===== config.mk =====
export PLATFORM = sky130hd
export DESIGN_NAME = ff_bank_seq_flat
export DESIGN_NICKNAME = d
export VERILOG_FILES = /design/src/rtl/ff_bank_seq_if.sv /design/src/rtl/ff_bank_seq.sv /design/src/flat_wrapper.sv
export SDC_FILE = /design/constraint.sdc
export NUM_CORES = 1
export LEC_CHECK = 0
export ABC_AREA = 1
export BUFFER_PORTS_ARGS = -buffer_cell sky130_fd_sc_hd__clkbuf_2
export CORE_MARGIN = 2
export CORE_UTILIZATION = 42
export CTS_CLUSTER_DIAMETER = 40
export DETAILED_ROUTE_END_ITERATION = 8
export PLACE_DENSITY = 0.63
export SYNTH_ARGS = -nofsm -noshare
export SYNTH_HDL_FRONTEND = slang
export SYNTH_SLANG_ARGS = --single-unit

===== constraint.sdc =====
create_clock -name QCK -period 1.74 [get_ports QCK]
set_clock_uncertainty 0.1 [all_clocks]
set_input_delay 0.087 -clock QCK [delete_from_list [all_inputs] [get_ports QCK]]
set_output_delay 0.087 -clock QCK [all_outputs]
set_load 0.1 [all_outputs]

===== src/rtl/ff_bank_seq_if.sv =====
// Command handshake bundle between fabric control logic and the FF-bank sequencer.
interface ff_bank_seq_if #(
  parameter int WIDTH = 8
);
  logic             cmd_valid;
  logic             cmd_ready;
  logic [1:0]       cmd_op;
  logic [WIDTH-1:0] cmd_data;
  logic [WIDTH-1:0] cmd_mask;

  modport master (output cmd_valid, output cmd_op, output cmd_data, output cmd_mask,
                  input  cmd_ready);
  modport slave  (input  cmd_valid, input  cmd_op, input  cmd_data, input  cmd_mask,
                  output cmd_ready);
endinterface


===== src/rtl/ff_bank_seq.sv =====
// Load/clear/preset sequencer driving QEN/D/QST/QRT of a bank of ff primitives.
// Optional CQZ readback check enabled by defining FF_BANK_SEQ_VERIFY_EN.
module ff_bank_seq #(
  parameter int WIDTH     = 8,
  parameter int PULSE_CYC = 2,
  parameter int RECOV_CYC = 1
) (
  input  logic             QCK,
  input  logic             QRTN,
  ff_bank_seq_if.slave     cmd,
  output logic             busy,
  output logic             done,
  output logic [WIDTH-1:0] QEN,
  output logic [WIDTH-1:0] D,
  output logic [WIDTH-1:0] QST,
  output logic [WIDTH-1:0] QRT,
  input  logic [WIDTH-1:0] CQZ,
  output logic             err
);

  localparam int CNT_MAX = (PULSE_CYC > RECOV_CYC) ? PULSE_CYC : RECOV_CYC;
  localparam int CNT_W   = (CNT_MAX < 1) ? 1 : $clog2(CNT_MAX + 1);
  localparam logic [CNT_W-1:0] PULSE_LD = CNT_W'(PULSE_CYC - 1);
  localparam logic [CNT_W-1:0] RECOV_LD = (RECOV_CYC > 0) ? CNT_W'(RECOV_CYC - 1) : '0;
  localparam logic [CNT_W-1:0] CNT_ONE  = CNT_W'(1);

  localparam logic [1:0] OP_NOP    = 2'b00;
  localparam logic [1:0] OP_LOAD   = 2'b01;
  localparam logic [1:0] OP_CLEAR  = 2'b10;
  localparam logic [1:0] OP_PRESET = 2'b11;

  typedef enum logic [2:0] {
    S_IDLE,
    S_EN,
    S_PULSE,
    S_RECOV,
    S_DONE
  } state_t;

  state_t           state_reg, state_next;
  logic [1:0]       op_reg, op_next;
  logic [WIDTH-1:0] data_reg, data_next;
  logic [WIDTH-1:0] mask_reg, mask_next;
  logic [CNT_W-1:0] cnt_reg, cnt_next;
  logic             busy_reg, done_reg, err_reg, err_next;
  logic [WIDTH-1:0] qen_reg, d_reg, qst_reg, qrt_reg;
  logic [WIDTH-1:0] qen_next, d_next, qst_next, qrt_next;
  logic             accept;
  logic             en_phase, clr_phase, set_phase;

  assign cmd.cmd_ready = (state_reg == S_IDLE) & QRTN;
  assign accept        = cmd.cmd_valid & cmd.cmd_ready;

  always_comb begin
    state_next = state_reg;
    op_next    = op_reg;
    data_next  = data_reg;
    mask_next  = mask_reg;
    cnt_next   = cnt_reg;
    case (state_reg)
      S_IDLE: begin
        if (accept) begin
          op_next   = cmd.cmd_op;
          data_next = cmd.cmd_data;
          mask_next = cmd.cmd_mask;
          case (cmd.cmd_op)
            OP_NOP:  state_next = S_DONE;
            OP_LOAD: state_next = S_EN;
            default: begin
              state_next = S_PULSE;
              cnt_next   = PULSE_LD;
            end
          endcase
        end
      end
      S_EN: state_next = S_DONE;
      S_PULSE: begin
        if (cnt_reg == '0) begin
          if (RECOV_CYC == 0) begin
            state_next = S_DONE;
          end else begin
            state_next = S_RECOV;
            cnt_next   = RECOV_LD;
          end
        end else begin
          cnt_next = cnt_reg - CNT_ONE;
        end
      end
      S_RECOV: begin
        if (cnt_reg == '0) state_next = S_DONE;
        else               cnt_next   = cnt_reg - CNT_ONE;
      end
      S_DONE:  state_next = S_IDLE;
      default: state_next = S_IDLE;
    endcase
  end

  // Drive values are decoded from the upcoming state so the pins change on the same edge as the state.
  assign en_phase  = (state_next == S_EN);
  assign clr_phase = (state_next == S_PULSE) && (op_next == OP_CLEAR);
  assign set_phase = (state_next == S_PULSE) && (op_next == OP_PRESET);

  for (genvar gi = 0; gi < WIDTH; gi++) begin : g_bit
    assign qen_next[gi] = en_phase  & mask_next[gi];
    assign d_next[gi]   = en_phase  & mask_next[gi] & data_next[gi];
    assign qrt_next[gi] = clr_phase & mask_next[gi];
    assign qst_next[gi] = set_phase & mask_next[gi];
  end

`ifdef FF_BANK_SEQ_VERIFY_EN
  logic [WIDTH-1:0] expect_val;
  logic             mismatch;

  always_comb begin
    case (op_reg)
      OP_LOAD:   expect_val = data_reg;
      OP_PRESET: expect_val = '1;
      default:   expect_val = '0;
    endcase
  end

  assign mismatch = (state_reg == S_DONE) && (op_reg != OP_NOP) &&
                    (((CQZ ^ expect_val) & mask_reg) != '0);
  assign err_next = accept ? 1'b0 : (err_reg | mismatch);
`else
  logic unused_cqz;
  assign unused_cqz = ^CQZ;
  assign err_next   = 1'b0;
`endif

  always_ff @(posedge QCK or negedge QRTN) begin
    if (!QRTN) begin
      state_reg <= S_IDLE;
      op_reg    <= '0;
      data_reg  <= '0;
      mask_reg  <= '0;
      cnt_reg   <= '0;
      busy_reg  <= 1'b0;
      done_reg  <= 1'b0;
      err_reg   <= 1'b0;
      qen_reg   <= '0;
      d_reg     <= '0;
      qst_reg   <= '0;
      qrt_reg   <= '0;
    end else begin
      state_reg <= state_next;
      op_reg    <= op_next;
      data_reg  <= data_next;
      mask_reg  <= mask_next;
      cnt_reg   <= cnt_next;
      busy_reg  <= (state_next != S_IDLE);
      done_reg  <= (state_next == S_DONE);
      err_reg   <= err_next;
      qen_reg   <= qen_next;
      d_reg     <= d_next;
      qst_reg   <= qst_next;
      qrt_reg   <= qrt_next;
    end
  end

  assign busy = busy_reg;
  assign done = done_reg;
  assign err  = err_reg;
  assign QEN  = qen_reg;
  assign D    = d_reg;
  assign QST  = qst_reg;
  assign QRT  = qrt_reg;

endmodule


===== src/flat_wrapper.sv =====
// flat-port wrapper written by rule: the top's interface ports become plain ports
module ff_bank_seq_flat 
#(
  parameter int WIDTH     = 8,
  parameter int PULSE_CYC = 2,
  parameter int RECOV_CYC = 1
)
  (QCK, QRTN, busy, done, QEN, D, QST, QRT, CQZ, err, cmd_cmd_valid, cmd_cmd_op, cmd_cmd_data, cmd_cmd_mask, cmd_cmd_ready);
  ff_bank_seq_if #(.WIDTH(WIDTH)) cmd_i ();
  input  logic QCK;
  input  logic QRTN;
  output logic busy;
  output logic done;
  output logic [WIDTH-1:0] QEN;
  output logic [WIDTH-1:0] D;
  output logic [WIDTH-1:0] QST;
  output logic [WIDTH-1:0] QRT;
  input  logic [WIDTH-1:0] CQZ;
  output logic err;
  input wire logic [$bits(cmd_i.cmd_valid)-1:0] cmd_cmd_valid;
  input wire logic [$bits(cmd_i.cmd_op)-1:0] cmd_cmd_op;
  input wire logic [$bits(cmd_i.cmd_data)-1:0] cmd_cmd_data;
  input wire logic [$bits(cmd_i.cmd_mask)-1:0] cmd_cmd_mask;
  output wire logic [$bits(cmd_i.cmd_ready)-1:0] cmd_cmd_ready;
  assign cmd_i.cmd_valid = cmd_cmd_valid;
  assign cmd_i.cmd_op = cmd_cmd_op;
  assign cmd_i.cmd_data = cmd_cmd_data;
  assign cmd_i.cmd_mask = cmd_cmd_mask;
  assign cmd_cmd_ready = cmd_i.cmd_ready;
  ff_bank_seq #(.WIDTH(WIDTH), .PULSE_CYC(PULSE_CYC), .RECOV_CYC(RECOV_CYC)) u_core (.QCK(QCK), .QRTN(QRTN), .cmd(cmd_i), .busy(busy), .done(done), .QEN(QEN), .D(D), .QST(QST), .QRT(QRT), .CQZ(CQZ), .err(err));
endmodule

# After elaboration in Yosys (flattened, before gate mapping)
# Index checks and enable logic that the tools add are counted.
[totals]
register_bits = 57
inputBits = 29
output_inout_bits = 36
word_cells = 83
[classes]
n_addsub = 1
eq_ne = 12
n_mux = 16
bitwise = 34
reduce_logical = 9
[ops]
columns = ["op", "count"]
rows = [
  ["$and A1 B1 Y1", 34],
  ["$mux W8", 4],
  ["$mux W2", 6],
  ["$pmux W3 S4", 1],
  ["$eq A3 B2 Y1 const B", 3],
  ["$mux W3", 3],
  ["$eq A3 B1 Y1 const B", 2],
  ["$pmux W2 S3", 1],
  ["$pmux W3 S2", 1],
  ["$reduce_bool A3 Y1", 2],
  ["$eq A2 B2 Y1 const B", 2],
  ["$logic_not A2 Y1", 2],
  ["$ne A2 B2 Y1 const B", 2],
  ["$reduce_and A4 Y1", 1],
  ["$eq A3 B3 Y1 const B", 1],
  ["$logic_not A3 Y1", 1],
  ["$eq A2 B1 Y1 const B", 1],
  ["$logic_and A1 B1 Y1", 2],
  ["$ne A2 B1 Y1 const B", 1],
  ["$reduce_or A2 Y1", 1],
  ["$sub A2 B1 Y2 const B", 1],
]

# Logic depth before layout (Yosys ltp)
# Gate-level depths: netlist of run 1.
[depth]
depth_word = 8
depth_mapped = 9

# Worst setup path before layout of run 1
# No wires, ideal clock.
[synth_timing]
path_kind = "register -> output"
start = "register u_core.state_reg[0]"
end = "output port cmd_cmd_ready"
arrival_ns = 1.303
t_required_ns = 1.553
setup_slack_ns = 0.250
stages_incl_launch_ff = 4
path_buffers = 0
cell_sequence = "dfrtp_1 > nor2_4 > nand3_2 > inv_1"
[synth_via]
elab_chain_len = 2
[synth_lines]
columns = ["item", "line_no", "text"]
rows = [
  ["from (decl)", "ff_bank_seq.sv:40", "state_t state_reg, state_next;"],
  ["from (signal assigned)", "ff_bank_seq.sv:146", "state_reg <= state_next;"],
  ["$logic_not A3 Y1", "ff_bank_seq.sv:51", "assign cmd.cmd_ready = (state_reg == S_IDLE) & QRTN;"],
  ["$and A1 B1 Y1", "ff_bank_seq.sv:51", ""],
  ["to (decl)", "flat_wrapper.sv:24", "output wire logic [$bits(cmd_i.cmd_ready)-1:0] cmd_cmd_ready;"],
]
# Every way passes these cells.

# Worst setup path after layout of run 1
[layout_timing]
start = "register u_core.state_reg[2]"
end = "register u_core.d_reg[4] (netlist: u_core.D[4])"
[layout_via]
elab_chain_len = 8
[layout_lines]
columns = ["item", "line_no", "text"]
rows = [
  ["$logic_not A3 Y1", "ff_bank_seq.sv:51, ff_bank_seq.sv:60", ""],
  ["$and A1 B1 Y1", "ff_bank_seq.sv:51", ""],
  ["$and A1 B1 Y1", "ff_bank_seq.sv:52", "assign accept = cmd.cmd_valid & cmd.cmd_ready;"],
  ["$mux W3", "ff_bank_seq.sv:62", "if (accept) begin"],
  ["$pmux W3 S4", "ff_bank_seq.sv:60", "case (state_reg)"],
  ["$eq A3 B1 Y1", "ff_bank_seq.sv:99", "assign en_phase = (state_next == S_EN);"],
  ["$and A1 B1 Y1", "ff_bank_seq.sv:105", "assign d_next[gi] = en_phase & mask_next[gi] & data_next[gi];"],
  ["$and A1 B1 Y1 *", "ff_bank_seq.sv:105", ""],
  ["named net u_core.d_next[4]", "ff_bank_seq.sv:47", "logic [WIDTH-1:0] qen_next, d_next, qst_next, qrt_next;"],
  ["to (signal assigned)", "ff_bank_seq.sv:155", "d_reg <= d_next;"],
  ["to (decl)", "ff_bank_seq.sv:46", "logic [WIDTH-1:0] qen_reg, d_reg, qst_reg, qrt_reg;"],
]
# The timed path passes the listed nets; every way through them passes the cells marked *.
# A chain may end at the register's enable or synchronous reset.

==> metrics.md, run 1 <==
| Metric | Value |
|---|---|
| Worst setup EP type | `flip-flop` |
| Share of layout cells above drive strength 1 | `34.7%` |
| Nets@finish | `341` |
| Synthesis Warnings | `0` |
| Routed WL per cell | `11.2 um` |
| Routed vias/inst | `4.21` |
| GRT overflow | `0` |
| Crit path cell chain | `nor2_4 > nand3_2 > nor2_4 > nand2_4 > buf_4 > nor3_1` |
| CP bufs+invs | `1` |
| CP peak stage delay | `0.45 ns` |
| DRC Markers | `0` |
| CTS tree | `yes` |
| Post-Syn Area | `2280 sq um` |
| IO Port Bufs | `55` |
| Largest net degree at the start of global routing | `54` |
| Clock Latency Late Sink | `0.33 ns` |
| Syn Inst Count | `220` |
| CTS H-Tree Depth | `3` |
| CTS Buffer Depth | `2` |
| Worst path top cell family by delay | `simple AND/OR/NAND/NOR gates` |
| Gpl congestion | `0.796` |
| Final Critical Period | `1.64 ns` |
| Critical Path Slowest Stage Cell | `dfrtp_2` |
| Area Overhead vs Synth | `34.2%` |
| Initial antenna violation count | `0` |
| Post-DP HPWL | `2750 um` |
| Clk pin slew, worst setup/hold paths | `0.06 ns` |
| CORE AREA | `5170 sq um` |
| Levels on crit path | `6` |
| Post-synthesis mux area share | `0%` |
| Max frequency | `0.610 GHz` |
| Placed Instance Area | `2660 sq um` |
| Data arrival, critical path | `1.78 ns` |
| Seq/Total Area, Yosys | `62.6%` |
| Die extent in x | `77.7 um` |
| PD cells | `1810 nW/um^2` |
| Final hold viol count | `0` |
| Post-route cell area | `3060 sq um` |
| RSZ-0062 raised after global routing | `no` |
| # rows | `26` |
| Compound-Gate Fraction of Synth Area | `6.97%` |
| Tcrit/Tclk final | `94.3%` |
| Worst Path Max Fanout | `10` |
| Fillers | `463` |
| Synth Area in XOR/XNOR | `0%` |
| Final Max Tran Viols | `0` |
| Total Routing Usage GR | `16.0%` |
| Total CTS buffers | `9` |
| Static leakage | `1.70 nW` |
| Peak supply drop | `1.13 mV` |
| Worst r2r path cells | `6` |
| ANT cells | `0` |
| Synth Area in Adders | `1.65%` |
| Synth Net Count | `252` |
| Commonest cells after routing, fill and taps aside | `dfrtp_1 (56), clkbuf_2 (54), inv_1 (47)` |
| Synth Area in Simple Gates | `18.7%` |
| Initial core utilization | `44.0%` |
| CTS Sinks | `57` |
| CP Launch Type | `flip-flop` |
| Die area | `6030 sq um` |
| Status | `finished, final reports clean` |
| Number of global-route vias before repair | `1,554` |
| Setup Viol. Count Final | `0` |
| Global-route wire length before repair | `7270 um` |
| Root Buffer | `clkbuf_8` |
| Height of the die | `77.7 um` |
| Max cap viols | `0` |
| Drt total wl | `4280 um` |
| Top Ports | `65` |
| Setup TNS | `0 ns` |
| Commonest non-fill, non-tap cell in the layout | `dfrtp_1` |
| Yosys reg bits | `57` |
| Vias | `1,618` |
| Hold crit path type | `in2async` |
| Slew Limit Headroom | `58.8%` |
| Avg Synthesized Cell Area | `10.4 sq um` |
| Critical Setup Path Class | `reg2reg` |
| DRT iter0 DRCs | `74` |
| Distinct cells, synth | `23` |
| Largest family of logic cells by synthesized area | `simple AND/OR/NAND/NOR gates` |
| Drt pass-1 iters | `4` |
| CP Data Required Time | `1.88 ns` |
| Top cell by count, worst path | `nor2_4` |
| Tightest Pin Transition | `0.617 ns` |
| Final ANT Viol Nets | `0` |
==> cell type report <==
class	instances	area (sq um)	share of cell area (%)
well taps	70	87.6	2.87
flip-flops and latches	57	1430	46.7
clock buffers	10	128	4.18
clock inverters	6	35.0	1.15
inverters	48	180	5.89
multi-input cells	111	658	21.5
repair buffers	82	541	17.7
==> logic make-up (layout without fill, tap and decap cells) <==
logic type	after synthesis	count (layout)
AOI/OAI and AO/OA	26	26
buffers and inverters	53	146
other	1	1
DFF	57	57
adders and majority gates	3	3
and+or+nand+nor	80	81
==> per-stage QoR <==
stage / std cells / hold slack, ns / worst slack [ns] / total power [mW] / util [%]
after floorplan: 220 / -0.309 / 0.250 / 3.96 / -
after global placement: 346 / -0.145 / 0.0768 / 4.40 / 51.3
after detailed placement: 346 / -0.141 / 0.0404 / 4.44 / 51.3
after CTS: 381 / 0.0728 / 0.0410 / 5.52 / 58.2
after global routing: 384 / 0.101 / 0.0133 / 5.91 / 59.1
final: 384 / 0.0995 / 0.0998 / 5.53 / 59.1
==> synthesized netlist by cell type (all sizes together) <==
library cell	n	share of area (%)
ha	3	1.6
buf	5	2.0
a211oi	1	0.33
nand2	32	6.7
o21ai	22	6.0
inv	48	7.9
conb	1	0.16
nor2	33	6.9
nand3	6	1.5
dfrtp	57	63
nor3	8	2.6
nand4	1	0.93
a21oi	3	0.66
==> layer usage <==
layer	track usage (%)	share of wire (%)	wire length, um
met5	0	0	0
met4	9.64	2.4	103
met3	4.07	4.9	210
met2	24.2	45	1930
met1	20.6	48	2040
==> worst register-to-register path: stages (launching register included) <==
cell	delay [ns]
dfrtp_2	0.45
nor2_4	0.20
nand3_2	0.13
nor2_4	0.17
nand2_4	0.09
buf_4	0.19
nor3_1	0.22
==> final timing paths <==
check | from | endpoint | slack [ns]
setup / recovery | u_core.state_reg[2]$_DFF_PN0_ | u_core.D[4]$_DFF_PN0_ | 0.1
hold / removal | QRTN | u_core.state_reg[1]$_DFF_PN0_ | 0.1
setup reg to reg | u_core.state_reg[2]$_DFF_PN0_ | u_core.D[4]$_DFF_PN0_ | 0.1
hold reg to reg | u_core.op_reg[0]$_DFF_PN0_ | u_core.op_reg[0]$_DFF_PN0_ | 0.42
max in group asynchronous | QRTN | u_core.state_reg[2]$_DFF_PN0_ | 0.51
min in group QCK | cmd_cmd_valid | u_core.op_reg[0]$_DFF_PN0_ | 0.10
==> power breakdown <==
part           internal [mW]  leakage [nW]  total [mW]  switching [mW]
sequential              1.70         0.728        1.84           0.135
combinational          0.611         0.888        2.67            2.06
clock                  0.505        0.0818        1.02           0.515
==> repair_timing <==
action | 4_1_cts | 5_1_grt
setup endpoints to repair | 0 | 35
hold endpoints to repair | 47 | 0
hold buffers | 19 | 0
resized for setup | 0 | 6
setup buffers | 0 | 2
(Power assumes the default switching activity.)
==> run 2: changes to the inputs <==
--- a/config.mk
+++ b/config.mk
@@ -7,6 +7,7 @@
 export LEC_CHECK = 0
 export ABC_AREA = 1
 export BUFFER_PORTS_ARGS = -buffer_cell sky130_fd_sc_hd__clkbuf_2
+export CORE_ASPECT_RATIO = 1.4
 export CORE_MARGIN = 2
 export CORE_UTILIZATION = 42
 export CTS_CLUSTER_DIAMETER = 40
==> metrics.md, run 2 (same netlist as run 1, synthesis figures left out) <==
| Metric | Value |
|---|---|
| Data arrival, critical path | `1.76 ns` |
| Commonest non-fill, non-tap cell in the layout | `dfrtp_1` |
| Critical Path Slowest Stage Cell | `dfrtp_1` |
| Drt pass-1 iters | `5` |
| CTS Buffer Depth | `2` |
| Initial core utilization | `43.8%` |
| Post-DP HPWL | `3000 um` |
| Critical Setup Path Class | `reg2reg` |
| PD cells | `1860 nW/um^2` |
| Worst path top cell family by delay | `simple AND/OR/NAND/NOR gates` |
| Placed cell count | `343` |
| Max frequency | `0.604 GHz` |
| Grt peak-use layer | `met2` |
| Max cap viols | `0` |
| Final Util | `59.0%` |
| ANT cells | `0` |
| Vias | `1,669` |
| Nets@finish | `342` |
| Total power | `5.70 mW` |
| Tcrit/Tclk final | `95.2%` |
| Setup TNS | `0 ns` |
| Global-route wire length before repair | `7320 um` |
| Levels on crit path | `5` |
| Final Max Tran Viols | `0` |
| CP bufs+invs | `1` |
| # rows | `31` |
| Top Ports | `65` |
| Height of the die | `91.1 um` |
| CP Data Required Time | `1.84 ns` |
| Worst setup margin | `0.0837 ns` |
| Flop2flop setup slack | `0.08 ns` |
| Total CTS buffers | `9` |
| Worst setup EP type | `flip-flop` |
| Largest net degree at the start of global routing | `55` |
| Tightest Pin Transition | `0.661 ns` |
| Final Critical Period | `1.66 ns` |
| Number of global-route vias before repair | `1,683` |
| CTS tree | `yes` |
| Initial antenna violation count | `0` |
| FF-to-FF End | `u_core.QRT[0]$_DFF_PN0_` |
| CTS H-Tree Depth | `3` |
| Met2 Resource Use GR | `27.0%` |
| Worst r2r path cells | `5` |
| Die extent in x | `66.3 um` |
| Final ANT Viol Nets | `0` |
| Commonest cells after routing, fill and taps aside | `dfrtp_1 (57), clkbuf_2 (54), inv_1 (48)` |
| Gpl congestion | `0.864` |
| Hold crit path type | `in2async` |
| Setup Viol. Count Final | `0` |
| CTS Sinks | `57` |
| Worst Path Max Fanout | `9` |
| Worst r2r src | `u_core.state_reg[2]$_DFF_PN0_` |
| Share of layout cells above drive strength 1 | `33.3%` |
| Crit path cell chain | `nor2_4 > nand4_4 > buf_4 > o21ai_1 > nor2_1` |
| Slew Limit Headroom | `55.9%` |
| Root Buffer | `clkbuf_8` |
| Static leakage | `1.72 nW` |
| Routed WL per cell | `11.7 um` |
| Post-placement worst setup slack | `0.0155 ns` |
| Clk pin slew, worst setup/hold paths | `0.06 ns` |
| IO Port Bufs | `55` |
| Final hold viol count | `0` |
| DRT iter0 DRCs | `114` |
| Peak supply drop | `1.16 mV` |
| RSZ-0062 raised after global routing | `yes` |
| CP peak stage delay | `0.45 ns` |
| DRC Markers | `0` |
| CORE AREA | `5200 sq um` |
| Clock Latency Late Sink | `0.33 ns` |
| Drt total wl | `4460 um` |
| Met1 GRT Util | `18.3%` |
| GRT overflow | `0` |
| Status | `finished, final reports clean` |
| Routed vias/inst | `4.38` |
| CP Launch Type | `flip-flop` |
| Die area | `6040 sq um` |
| Met3 GRT Util | `4.83%` |
| Total Routing Usage GR | `16.4%` |
| Fin cells | `381` |
| Area Overhead vs Synth | `34.6%` |
-- run 2: area by class of cell --
type	count	area [sq um]
fillers	479	2130
multi-input cells	110	626
clock buffers	11	141
well taps	66	82.6
inverters	48	180
repair buffers	84	556
flip-flops and latches	57	1430
clock inverters	5	55.1
-- run 2: worst max-delay path by stage --
stage,from,to,slack [ns]
after global placement,u_core.state_reg[2]$_DFF_PN0_,u_core.QST[6]$_DFF_PN0_,0.07
after detailed placement,u_core.state_reg[2]$_DFF_PN0_,u_core.QST[6]$_DFF_PN0_,0.02
after CTS,u_core.state_reg[2]$_DFF_PN0_,u_core.QST[6]$_DFF_PN0_,0.07
final,u_core.state_reg[2]$_DFF_PN0_,u_core.QRT[0]$_DFF_PN0_,0.08
after global routing,u_core.cnt_reg[0]$_DFFE_PN0P_,u_core.QST[3]$_DFF_PN0_,-0.005
after floorplan,u_core.state_reg[0]$_DFF_PN0_,cmd_cmd_ready,0.25
-- run 2: per-layer routing --
| metal | share of wire [%] | up-vias |
|---|---|---|
| met5 | 0 | - |
| met3 | 4.6 | 11 |
| met2 | 52 | 44 |
| met4 | 2.1 | 0 |
| li1 | - | 843 |
| met1 | 41 | 771 |
-- run 2: timing repair --
action                                  CTS  global route
gates resized for setup                   0             0
endpoints found under the setup margin    2            21
hold buffers                             19             0
setup buffers                             2             1
pin swaps                                 1             1
cloned                                    0             0
endpoints found under the hold margin    99             0
-- run 2: stage by stage --
| step | hold slack (ns) | instance area, sq um |
|---|---|---|
| floorplan | -0.309 | 2280 |
| global placement | -0.161 | 2660 |
| detailed placement | -0.159 | 2660 |
| CTS | 0.0195 | 3060 |
| global route | 0.0433 | 3070 |
| finish | 0.0310 | 3070 |
-- run 2: power by group --
part	internal (mW)	switching [mW]	total (mW)
clock network	0.695	0.512	1.21
registers	1.70	0.132	1.84
logic	0.613	2.04	2.66
total	3.01	2.69	5.70
==> run 3: changes to the inputs <==
--- a/config.mk
+++ b/config.mk
@@ -11,8 +11,10 @@
 export CORE_MARGIN = 2
 export CORE_UTILIZATION = 42
 export CTS_CLUSTER_DIAMETER = 40
+export CTS_CLUSTER_SIZE = 10
 export DETAILED_ROUTE_END_ITERATION = 8
 export PLACE_DENSITY = 0.63
+export RECOVER_POWER = 50
 export SYNTH_ARGS = -nofsm -noshare
 export SYNTH_HDL_FRONTEND = slang
 export SYNTH_SLANG_ARGS = --single-unit
==> metrics.md, run 3 (same netlist as run 1, synthesis figures left out) <==
| Metric | Value |
|---|---|
| Clk pin slew, worst setup/hold paths | `0.06 ns` |
| Total CTS buffers | `9` |
| Switching share of power | `47.2%` |
| CTS Sinks | `57` |
| Setup TNS | `0 ns` |
| Placed cell count | `343` |
| Commonest non-fill, non-tap cell in the layout | `dfrtp_1` |
| CP Launch Type | `flip-flop` |
| Critical Setup Path Class | `reg2reg` |
| Worst setup EP type | `flip-flop` |
| Max frequency | `0.604 GHz` |
| RSZ-0062 raised after global routing | `yes` |
| Total power | `5.70 mW` |
| Logic pwr share | `46.6%` |
| Hold crit path type | `in2async` |
| Tcrit/Tclk final | `95.2%` |
| CTS H-Tree Depth | `3` |
| Final Util | `59.0%` |
| Peak supply drop | `1.16 mV` |
| Global-route wire length before repair | `7320 um` |
| DRC Markers | `0` |
| # rows | `31` |
| Die extent in x | `66.3 um` |
| Drt total wl | `4460 um` |
| GRT overflow | `0` |
| CP Data Required Time | `1.84 ns` |
| Commonest cells after routing, fill and taps aside | `dfrtp_1 (57), clkbuf_2 (54), inv_1 (48)` |
| Cell-internal power | `3.01 mW` |
| Top Ports | `65` |
| Largest net degree at the start of global routing | `55` |
| Clock power share | `21.2%` |
| Post-DP HPWL | `3000 um` |
| Clock Latency Late Sink | `0.33 ns` |
| IO Port Bufs | `55` |
| Post-placement worst setup slack | `0.0155 ns` |
| Max cap viols | `0` |
| Gpl congestion | `0.864` |
| Final Max Tran Viols | `0` |
| Data arrival, critical path | `1.76 ns` |
| CORE AREA | `5200 sq um` |
| Vias | `1,674` |
| Total Routing Usage GR | `16.4%` |
| Fin cells | `381` |
| Routed WL per cell | `11.7 um` |
| Critical Path Slowest Stage Cell | `dfrtp_1` |
| Post-CTS Resized | `0` |
| CP peak stage delay | `0.45 ns` |
| Static leakage | `1.72 nW` |
| Share of layout cells above drive strength 1 | `33.3%` |
| Routed vias/inst | `4.39` |
| Worst Path Max Fanout | `9` |
| Area Overhead vs Synth | `34.6%` |
| ANT cells | `0` |
| CTS tree | `yes` |
| Height of the die | `91.1 um` |
| Die area | `6040 sq um` |
| PD cells | `1860 nW/um^2` |
| Tightest Pin Transition | `0.716 ns` |
| DRT iter0 DRCs | `125` |
| Net Sw Power | `2.69 mW` |
| CTS Buffer Depth | `2` |
| Final Critical Period | `1.66 ns` |
| Final hold viol count | `0` |
| Slew Limit Headroom | `52.2%` |
| Seq pwr share | `32.2%` |
| Status | `finished, final reports clean` |
| Number of global-route vias before repair | `1,683` |
| Initial antenna violation count | `0` |
| Setup Viol. Count Final | `0` |
| Worst setup margin | `0.0838 ns` |
| Crit path cell chain | `nor2_4 > nand4_4 > buf_4 > o21ai_1 > nor2_1` |
| Final ANT Viol Nets | `0` |
| Drt pass-1 iters | `4` |
| Initial core utilization | `43.8%` |
| Nets@finish | `342` |
| Root Buffer | `clkbuf_8` |
## run 3: layout make-up
cell class,count,area [sq um]
fillers,479,2130
well taps,66,82.6
inverters,48,180
clock buffers,11,141
multi-input cells,110,626
flip-flops and latches,57,1430
clock inverters,5,55.1
repair buffers,84,556
## run 3: timing repair
action	4_1_cts	5_1_grt
hold endpoints to repair	99	0
hold buffers	19	0
endpoints found under the setup margin	2	21
gates cloned	0	0
pin swaps	1	1
setup buffers	2	1
## run 3: stage by stage
step | hold WS [ns] | instance area (sq um)
2_1_floorplan | -0.309 | 2280
3_3_place_gp | -0.161 | 2660
3_5_place_dp | -0.159 | 2660
4_1_cts | 0.0195 | 3060
5_1_grt | 0.0425 | 3070
6_report | 0.0300 | 3070
## run 3: critical path: cells and delay by family (launching register included)
| family | cells | cell delay, ns |
|---|---|---|
| buffers and inverters | 1 | 0.20 |
| AO/OA/AOI/OAI | 1 | 0.31 |
| AND/OR/NAND/NOR | 3 | 0.47 |
| flip-flops | 1 | 0.45 |
## run 3: routing by layer
metal / part of all wire, % / GRT usage [%]
met1: 41 / 18.3
met2: 52 / 27.0
met3: 4.7 / 4.83
met4: 2.1 / 9.52
met5: 0 / 0
## run 3: power by group through the flow
stage,Combinational (mW),Sequential (mW),Clock [mW]
after CTS,2.68,1.84,1.24
after detailed placement,2.61,1.86,0
after global routing,2.88,1.87,1.30
after floorplan,1.12,2.84,0
final,2.66,1.84,1.21
after global placement,2.58,1.85,0
## run 3: path summary, 6_finish.rpt
check	startpoint	endpoint	slack, ns	depth (start not counted)
hold / removal	QRTN	u_core.cnt_reg[0]$_DFFE_PN0P_	0.03	2
setup / recovery	u_core.state_reg[2]$_DFF_PN0_	u_core.QRT[0]$_DFF_PN0_	0.08	5
setup reg to reg	u_core.state_reg[2]$_DFF_PN0_	u_core.QRT[0]$_DFF_PN0_	0.08	5
min in group QCK	cmd_cmd_valid	u_core.op_reg[0]$_DFF_PN0_	0.08	5
max in group asynchronous	QRTN	u_core.QST[3]$_DFF_PN0_	0.54	3
hold reg to reg	u_core.op_reg[0]$_DFF_PN0_	u_core.op_reg[0]$_DFF_PN0_	0.43	2
